<file path="config.mk">
export PLATFORM = sky130hd
export DESIGN_NAME = s_mem_arbiter
export DESIGN_NICKNAME = d
export VERILOG_FILES = /design/src/rtl/ksa_pkg.sv /design/src/rtl/s_mem_arbiter_rr_pick.sv /design/src/rtl/s_mem_arbiter.sv
export SDC_FILE = /design/constraint.sdc
export NUM_CORES = 1
export LEC_CHECK = 0
export ABC_AREA = 0
export CORE_MARGIN = 1
export CORE_UTILIZATION = 34
export DETAILED_ROUTE_END_ITERATION = 16
export PLACE_DENSITY = 0.86
export SYNTH_ARGS = -nofsm -noshare
export SYNTH_HDL_FRONTEND = slang
export SYNTH_HIERARCHICAL = 1
export SYNTH_SLANG_ARGS = --single-unit
</file>
<file path="constraint.sdc">
create_clock -name clk -period 3.7 [get_ports clk]
set_input_delay 0.74 -clock clk [delete_from_list [all_inputs] [get_ports clk]]
set_output_delay 0.74 -clock clk [all_outputs]
set_load 0.02 [all_outputs]
</file>
<file path="src/rtl/ksa_pkg.sv">
// Shared types for the S-memory arbiter slice.
// Address/data widths and requester identities of the KSA cores.
package ksa_pkg;

  localparam int S_ADDR_W = 8;
  localparam int S_DATA_W = 8;

  typedef enum logic [1:0] {
    REQ_INIT,
    REQ_SHUFFLE,
    REQ_DECRYPT
  } req_id_t;

  typedef logic [S_ADDR_W-1:0] s_addr_t;
  typedef logic [S_DATA_W-1:0] s_data_t;

endpackage

</file>
<file path="src/rtl/s_mem_arbiter_rr_pick.sv">
// Cyclic priority encoder: first requester after last wins.
// Pure combinational; returns zero when nobody requests.
module rr_pick #(
  parameter int N  = 3,
  parameter int IW = (N > 1) ? $clog2(N) : 1
) (
  input  logic [N-1:0]  req_i,
  input  logic [IW-1:0] last_i,
  output logic [N-1:0]  win_o
);

  logic found;

  always_comb begin
    win_o = '0;
    found = 1'b0;
    for (int k = 1; k <= N; k++) begin
      if (!found && req_i[(int'(last_i) + k) % N]) begin
        win_o[(int'(last_i) + k) % N] = 1'b1;
        found = 1'b1;
      end
    end
  end

endmodule

</file>
<file path="src/rtl/s_mem_arbiter.sv">
// Round-robin owner of the single-port S-memory with lockable
// grants and a tag pipe routing read data back to its issuer.
module s_mem_arbiter
  import ksa_pkg::*;
#(
  parameter int N_REQ    = 3,
  parameter int ADDR_W   = S_ADDR_W,
  parameter int DATA_W   = S_DATA_W,
  parameter int READ_LAT = 1
) (
  input  logic                    clk,
  input  logic                    reset,
  input  logic [N_REQ-1:0]        req,
  input  logic [N_REQ-1:0]        lock,
  input  logic [N_REQ-1:0]        req_wren,
  input  logic [N_REQ-1:0]        req_rden,
  input  logic [N_REQ*ADDR_W-1:0] req_addr,
  input  logic [N_REQ*DATA_W-1:0] req_data,
  output logic [N_REQ-1:0]        grant,
  output logic [N_REQ-1:0]        ack,
  output logic [N_REQ-1:0]        rd_valid,
  output logic [ADDR_W-1:0]       mem_addr,
  output logic [DATA_W-1:0]       mem_data,
  output logic                    mem_wren,
  output logic                    mem_rden,
  output logic                    busy
);

  localparam int IW = $clog2(N_REQ);

  logic [N_REQ-1:0] grant_q, grant_d, pick;
  logic [IW-1:0]    last_q, last_d;
  logic [IW-1:0]    own_idx, win_idx;
  logic             hold, act;

  logic [READ_LAT-1:0]         tag_v_q;
  logic [READ_LAT-1:0][IW-1:0] tag_id_q;

  rr_pick #(
    .N  (N_REQ),
    .IW (IW)
  ) u_pick (
    .req_i  (req),
    .last_i (last_q),
    .win_o  (pick)
  );

  always_comb begin
    own_idx = '0;
    win_idx = '0;
    for (int i = 0; i < N_REQ; i++) begin
      if (grant_q[i]) own_idx = IW'(i);
      if (grant_d[i]) win_idx = IW'(i);
    end
  end

  // A locked owner keeps the RAM only while it still requests.
  always_comb begin
    hold    = |(grant_q & lock & req);
    grant_d = hold ? grant_q : pick;
    last_d  = last_q;
    if (|grant_d && grant_d != grant_q) last_d = win_idx;
  end

  always_ff @(posedge clk or posedge reset) begin
    if (reset) begin
      grant_q <= '0;
      last_q  <= IW'(N_REQ - 1);
    end else begin
      grant_q <= grant_d;
      last_q  <= last_d;
    end
  end

  // A write wins over a simultaneous read request.
  always_comb begin
    ack      = grant_q & req;
    act      = |ack;
    mem_addr = '0;
    mem_data = '0;
    mem_wren = 1'b0;
    mem_rden = 1'b0;
    if (act) begin
      mem_addr = req_addr[own_idx*ADDR_W +: ADDR_W];
      mem_data = req_data[own_idx*DATA_W +: DATA_W];
      mem_wren = req_wren[own_idx];
      mem_rden = req_rden[own_idx] & ~req_wren[own_idx];
    end
  end

  always_ff @(posedge clk or posedge reset) begin
    if (reset) begin
      tag_v_q  <= '0;
      tag_id_q <= '0;
    end else begin
      tag_v_q[0]  <= mem_rden;
      tag_id_q[0] <= own_idx;
      for (int s = 1; s < READ_LAT; s++) begin
        tag_v_q[s]  <= tag_v_q[s-1];
        tag_id_q[s] <= tag_id_q[s-1];
      end
    end
  end

  always_comb begin
    rd_valid = '0;
    if (tag_v_q[READ_LAT-1]) rd_valid[tag_id_q[READ_LAT-1]] = 1'b1;
  end

  assign grant = grant_q;
  assign busy  = (|grant_q) | (|tag_v_q);

endmodule
</file>
# Word level (Yosys, flattened, before mapping)

Cells that the tools add are included.

Add/subtract/negate cells: 3
Divide/modulo/power cells: 3
$lt $le $gt $ge: 9
Equal/unequal tests: 1
Shift-type cells: 2
Muxes and demuxes: 36
Bitwise gates (word level): 8
Reductions and logical operators: 13

Operator list:

| kind                  | number |
|---|---|
| $ge 32x1->1 const B   | 3 |
| $lt 32x4->1 const B   | 3 |
| $mod 32x3->32 const B | 3 |
| $shiftx 24x6->8       | 2 |
| $mux 1                | 18 |
| $mux 8                | 2 |
| $mux 3                | 5 |
| $reduce_or 3->1       | 4 |
| $bmux 1 s2            | 5 |
| $and 3x3->3           | 3 |
| $demux 1 s2           | 4 |
| $logic_and 1x1->1     | 7 |
| $add 2x2->3 const B   | 2 |
| $lt 2x3->1 const B    | 2 |
| $or 3x3->3            | 2 |
| $mux 2                | 2 |
| $add 2x1->3 const B   | 1 |
| $ne 3x3->1            | 1 |
| $ge 2x1->1 const B    | 1 |
| $logic_not 1->1       | 2 |
| $and 1x1->1           | 1 |
| $not 1->1             | 1 |
| $or 1x1->1            | 1 |

Register bits: 8
Input bits: 62
Output and inout bits: 28
Logic and storage cells: 79

# Logic depth before layout (Yosys ltp)

Gate-level depths: netlist of run 1.

Depth in word-level cells: 15
Depth in mapped cells: 12
Gate-level depth less buffers: 11

# Cells and area by module

The synthesis of run 1 kept the hierarchy.

By module, submodules not included:

| module        | instances | cells each | area an instance (µm²) | seq. area each (µm²) |
|---|---|---|---|---|
| s_mem_arbiter | 1         | 122        | 899.6                  | 201.4 |
| rr_pick       | 1         | 40         | 279.0                  | 0.0 |

# Least setup slack after synthesis of run 1

No wires, ideal clock.

Path kind: register -> register
Start: reg last_q[1]
End: reg last_q[0]
Library setup time: 121 ps
Data arrival time: 2448 ps
Path slack: 1131 ps
Cell stages (with the launch flop): 10
Period minus slack after synthesis: 2569 ps
Path through: dfstp_2 > ha_1 > buf_4 > and2_1 > o32ai_1 > xnor2_1 > a21oi_1 > or3b_1 > and3_1 > a22o_1

Cells in the longest elaborated chain, start to end: 15

Ends and longest elaborated chain:

| element                                                | RTL line                    | source |
|---|---|---|
| start: declaration                                     | s_mem_arbiter.sv:32         | `logic [IW-1:0] last_q, last_d;` |
| start signal: assignment                               | s_mem_arbiter.sv:68         | `last_q <= IW'(N_REQ - 1);` |
| start signal: assignment                               | s_mem_arbiter.sv:71         | `last_q <= last_d;` |
| branches (longest 11 deep; another with $mod 32x3->32) | -                           |  |
| $mux 3 (*)                                             | s_mem_arbiter_rr_pick.sv:18 | `if (!found && req_i[(int'(last_i) + k) % N]) begin` |
| named net pick[2]                                      | s_mem_arbiter.sv:31         | `logic [N_REQ-1:0] grant_q, grant_d, pick;` |
| $mux 3 (*)                                             | s_mem_arbiter.sv:60         | `grant_d = hold ? grant_q : pick;` |
| $ne 3x3->1 / $reduce_or 3->1 (equally long branches)   | s_mem_arbiter.sv:62         | `if (\|grant_d && grant_d != grant_q) last_d = win_idx;` |
| $logic_and 1x1->1                                      | s_mem_arbiter.sv:62         |  |

Mark *: on every way through the listed nets, which the timed path passes. The select of a mux whose other input is x is not followed.
A chain may end at the register's enable or synchronous reset.

# Worst setup path in the final report of run 1

Start: in req[1]
End: out mem_data[2]

Cells in the longest elaborated chain, start to end: 3

Ends and longest elaborated chain:

| element            | RTL line            | source |
|---|---|---|
| start: declaration | s_mem_arbiter.sv:13 | `input logic [N_REQ-1:0] req,` |
| $and 3x3->3        | s_mem_arbiter.sv:77 | `ack = grant_q & req;` |
| $reduce_or 3->1    | s_mem_arbiter.sv:78 | `act = \|ack;` |
| $mux 8             | s_mem_arbiter.sv:83 | `if (act) begin` |
| end: declaration   | s_mem_arbiter.sv:23 | `output logic [DATA_W-1:0] mem_data,` |

No other way between the ends.

==> flow_summary.toml, run 1 <==
[sta]
fin_worst_skew_ps = 3.846
setup_violations = 0
setup_tns_ps = 0
slew_viol_final = 0
slew_headroom = 0.5863
hold-worst-slack_ps = 578.8
rsz0062_at_grt = "false"
timing.fmax_ghz = 0.2942
hold_viol_final = 0
worstMarginPinSlew_ps = 618.7
fin_crit_ps = 3399
post-route-period-util = 0.9186

[critical_path]
crit_type = "primary input to output pin"
crit_path_max_incr_delay_ps = 530
start_kind = "primary input"
cp_top_family = "buffers and inverters"
cp_cell_sequence = "clkdlybuf4s50_1, and2_1, nor3_4, buf_4, nor2_1, clkdlybuf4s50_1"
critPathMostFrequentCell = "clkdlybuf4s50_1"
crit_buf_inv = 3
cp-end-kind = "output pin"
worstPathRequired_ps = 2960
path_max_fanout = 12
cp_data_arrival_time_ps = 2660
slowest_stage = "clkdlybuf4s50_1"

[status]
status = "finished, final reports clean"

[synth]
syn_area_mm2 = 0.001179
synth_area_leaders = "mux2i_1, dfrtp_1, nor2_1"
async_flop_share = 1.000
synth-edff-count = 0
seq_area_frac_synth = 0.1709
ys.flop_type = "dfrtp_1"
synth_cells = 162
synth_fp_nets = 228
synth_area_leader_cell = "mux2i_1"
synthDistinctLibCells = 40
ys_ff_latch = 8
avgSynthCellArea_um2 = 7.275
ys_warn_count = 6
synth_top_area_share = 0.1699

[detailed_routing]
routedWlPerCell_um = 12.99
vias_per_cell = 4.966
firstDrtPassIters = 5
wirelength_mm = 3.845
drtAntennaViolNets = 0
remaining_drc_errors = 0
dr_total_vias = 1470
drt_iter0_drc = 49

[clock_tree]
cts_hold_buf = 0
cts_tree = "yes"
post_cts_buffers = 0
clockBufferDepth = 2
root_buffer = "clkbuf_4"
clkTransAtPathRegs_ps = 50
cts_buffers = 3
cts_sinks = 8
htreeDepth = 1
ctsResizeCount = 0
clock_latency_ps = 250

[floorplan]
num_rows = 21
initial_core_util = 0.3532
core_area_mm2 = 0.003337
die_area_mm2 = 0.003706
ios = 90
die_h_um = 60.88
die_width_um = 60.88

[placed_design]
place_congestion = 0.8455
place_area_mm2 = 0.002113
io_buffers = 89
hpwl_mm = 3.111

[grt]
use_met2 = 0.3673
antenna_found_initial = 0
busiest_layer = "met2"
grt_pass1_vias = 1259
track_usage = 0.1948
grt_pass1_wl_mm = 5.464
grt_overflow = 0
use_met3 = 0.04478
met1_usage = 0.2245
grt_max_degree = 43

[pwr]
p_leak_nw = 0.9005
powerDensity_mw_per_mm2 = 684.5
ir_drop_uv = 291.1

[finish]
num_antenna_cells = 0
postLayoutCellArea_mm2 = 0.002146
drive_above_1_share = 0.07600
areaGrowthSynthToFinish_pct = 82.06
fin_nets = 317
fill_cells = 291

[hold_path]
hold_path.class = "flop to flop"

[job]
max_cap_violations = 0
## flip-flops by register name, indices dropped and copies added (netlist names)
register and cells:
tag_v_q 1, last_q 2, grant 3, tag_id_q 2
## metrics by stage
| stage | utilization | worst slack (ps) | instances | power [mW] |
|---|---|---|---|---|
| 2_1_floorplan | - | 1131 | 162 | 1.002 |
| 3_3_place_gp | 0.6333 | 111.3 | 292 | 1.369 |
| 3_5_place_dp | 0.6333 | 76.23 | 292 | 1.396 |
| 4_1_cts | 0.6412 | 68.10 | 296 | 1.469 |
| 5_1_grt | 0.6430 | 166.0 | 296 | 1.598 |
| 6_report | 0.6430 | 301.1 | 296 | 1.469 |
## cell families after synthesis
logic type,synth area share
buf+inv,0.07855
xor+xnor,0.01486
flops,0.1709
simple gates,0.2739
compound gates,0.2304
mux,0.1890
fa+ha+maj,0.04246
## power by group
| group | internal (mW) | leakage (nW) | switching (mW) |
|---|---|---|---|
| registers | 0.131 | 0.101 | 0.0336 |
| clock network | 0.0411 | 0.0150 | 0.0278 |
| logic | 0.588 | 0.785 | 0.648 |
## synth_stat cells (2+ instances only)
master	number
clkbuf_1	3
buf_4	2
o21ai_2	2
and2_1	3
nand2b_1	2
a21oi_1	21
nor2_1	35
nor2b_1	2
mux2_2	2
inv_1	7
nand2_1	7
or4_1	2
a22o_1	2
buf_2	5
and3_1	3
nand3b_1	2
and3b_1	2
dfrtp_1	7
o21ai_0	5
mux2i_1	20
xnor2_1	2
ha_1	4
o22ai_1	5
## cell usage in the layout (no fill, tap or decap), drive strengths merged, types with 3 or more instances in the layout
master	instances
mux2i	20
and2	4
dfrtp	7
clkdlybuf4s50	89
inv	7
a21oi	21
and3	3
ha	4
clkbuf	4
o21ai	7
nor2	35
nand2	7
o22ai	5
buf	7
## worst paths after layout
kind                                 from          end  slack [ps]  cells past startpoint
worst min-delay path            last_q[0]    last_q[0]         580                      1
max in group asynchronous           reset    last_q[1]        2680                      2
min in group asynchronous           reset      tag_v_q         740                      2
worst min register to register  last_q[0]    last_q[0]         580                      1
worst max-delay path               req[1]  mem_data[2]         300                      6
worst max register to register  last_q[0]    last_q[0]         810                     11
## layout make-up
class                      instances  area [um^2]  share of cell area
multi-input combinational        135        890.9              0.4152
inverter                           7        26.28             0.01224
sequential                         8        201.4             0.09388
tap                               46        57.56             0.02682
clock buffer                       4        26.28             0.01224
timing repair buffer              96        943.4              0.4396
## layer usage
layer | routed length [um] | vias to the layer above
met1 | 1610 | 656
met5 | 0 | -
li1 | - | 752
met3 | 311 | 2
met4 | 14 | 0
met2 | 1908 | 60
(Power assumes the default switching activity.)
==> inputs of run 2 (changes only) <==
- CORE_MARGIN: 1 -> not set
- CORE_UTILIZATION: 34 -> 35
- PLACE_DENSITY: 0.86 -> 0.87
- SKIP_LAST_GASP: not set -> 1
- SYNTH_HIERARCHICAL: 1 -> not set
==> flow_summary.toml, run 2 <==
[status]
status = "finished, final reports clean"

[finish]
final_common_cell = "clkdlybuf4s50_1"
fill_cells = 298
multiInputGateArea_um2 = 919.6
largest_reg_flops = 3
num_antenna_cells = 0
final_core_util = 0.6520
drive_above_1_share = 0.06693
fin_cells = 300
areaGrowthSynthToFinish_pct = 77.63
postLayoutCellArea_mm2 = 0.002176
final_cell_mix = "clkdlybuf4s50_1, nor2_1, mux2i_1, a21oi_1, inv_1"
ff_latch_area_um2 = 201.4
fin_nets = 321

[sta]
hold_viol_final = 0
worstMarginPinSlew_ps = 562.9
fin_worst_skew_ps = 11.74
slew_headroom = 0.6247
fin_crit_ps = 3387
timing.fmax_ghz = 0.2952
hold-worst-slack_ps = 541.7
setup_ws_ps = 312.8
rsz0062_at_grt = "false"
setup_tns_ps = 0
slew_viol_final = 0
setup_violations = 0
post-route-period-util = 0.9155

[floorplan]
ios = 90
die_area_mm2 = 0.003741
die_h_um = 61.16
core_area_mm2 = 0.003337
num_rows = 21
die_width_um = 61.16
initial_core_util = 0.3671

[synth]
async_flop_share = 1.000
synth_area_leaders = "mux2i_1, dfrtp_1, nor2_1"
syn_area_mm2 = 0.001225
post-synth-top-count-cell = "nor2_1"
avgSynthCellArea_um2 = 7.248
ys_ff_latch = 8
synth-edff-count = 0
yosys-top-cells-count = "nor2_1, a21oi_1, mux2i_1"
synth_fp_nets = 235
synth_top_area_share = 0.1634
synthDistinctLibCells = 46
ys_warn_count = 0
ys.flop_type = "dfrtp_1"
synth_area_leader_cell = "mux2i_1"
seq_area_frac_synth = 0.1645
synth_cells = 169

[grt]
use_met2 = 0.3742
grt_pass1_wl_mm = 5.651
track_usage = 0.2022
antenna_found_initial = 0
grt_overflow = 0
use_met3 = 0.05882
met1_usage = 0.2302
grt_max_degree = 19
busiest_layer = "met2"
grt_pass1_vias = 1347

[detailed_routing]
dr_total_vias = 1529
vias_per_cell = 5.097
remaining_drc_errors = 0
drtAntennaViolNets = 0
firstDrtPassIters = 6
drt_iter0_drc = 37
wirelength_mm = 3.727
routedWlPerCell_um = 12.42

[clock_tree]
ctsResizeCount = 0
cts_tree = "yes"
clkTransAtPathRegs_ps = 50
clock_latency_ps = 260
clockBufferDepth = 2
htreeDepth = 1
cts_buffers = 3
root_buffer = "clkbuf_4"
cts_sinks = 8
post_cts_buffers = 0
cts_hold_buf = 0

[critical_path]
worstPathRequired_ps = 2960
critPathMostFrequentCell = "clkdlybuf4s50_1"
path_max_fanout = 18
crit_type = "primary input to output pin"
slowest_stage = "clkdlybuf4s50_1"
start_kind = "primary input"
cp_cell_sequence = "clkdlybuf4s50_1, and2_1, nor3_2, buf_12, nor3_1, clkdlybuf4s50_1"
cp_data_arrival_time_ps = 2650
cp-end-kind = "output pin"
crit_path_max_incr_delay_ps = 650

[placed_design]
hpwl_mm = 3.070
post-place-ws_ps = 312.0
dp.cells = 296
place_congestion = 0.8192
io_buffers = 89
place_area_mm2 = 0.002150

[pwr]
powerDensity_mw_per_mm2 = 695.7
ir_drop_uv = 311.9
p_total_mw = 1.514
p_leak_nw = 0.9199

[hold_path]
hold_path.class = "flop to flop"

[job]
max_cap_violations = 0
run 2: changes by cell type after synthesis, moves of 3 or more:
cell	delta
nand3_1	+5
buf_2	-3
and2_1	+3
nand2_1	-3
run 2: kinds of logic (layout without fill, tap and decap cells):
kind of cell,Yosys count,count (layout),synth area share
and+or+nand+nor,70,70,0.2921
AOI/OAI and AO/OA,46,46,0.2544
buffers and inverters,21,106,0.08479
muxes,20,20,0.1634
DFF,8,8,0.1645
adders and majority gates,4,4,0.04086
run 2: layer usage:
layer  part of all wire  wire [um]
met1               0.40       1476
met2               0.52       1950
met3              0.076        284
met4             0.0040         15
met5                  0          0
run 2: final cells by class:
| class | count | share of cell area |
|---|---|---|
| clock buffers | 4 | 0.01208 |
| flip-flops and latches | 8 | 0.09258 |
| repair buffers | 94 | 0.4324 |
| multi-input cells | 140 | 0.4227 |
| well taps | 46 | 0.02645 |
| inverters | 8 | 0.01380 |
run 2: power breakdown:
part           total, mW  internal [mW]  switching, mW  leakage [nW]
Sequential         0.196          0.129         0.0677        0.0999
Combinational       1.25          0.601          0.645         0.805
Clock             0.0710         0.0412         0.0298        0.0150
run 2: critical path, delay by kind of cell:
family        cells  cell delay [ps]
simple gates      3              520
buf+inv           3             1390
run 2: final timing paths:
check | from | depth (start not counted) | end | slack (ps)
max | req[2] | 6 | mem_rden | 310
max reg2reg | last_q[0] | 9 | last_q[0] | 1230
min in group asynchronous | reset | 2 | last_q[0] | 720
max in group asynchronous | reset | 2 | last_q[1] | 2690
min reg2reg | last_q[1] | 2 | last_q[1] | 540
min | last_q[1] | 2 | last_q[1] | 540
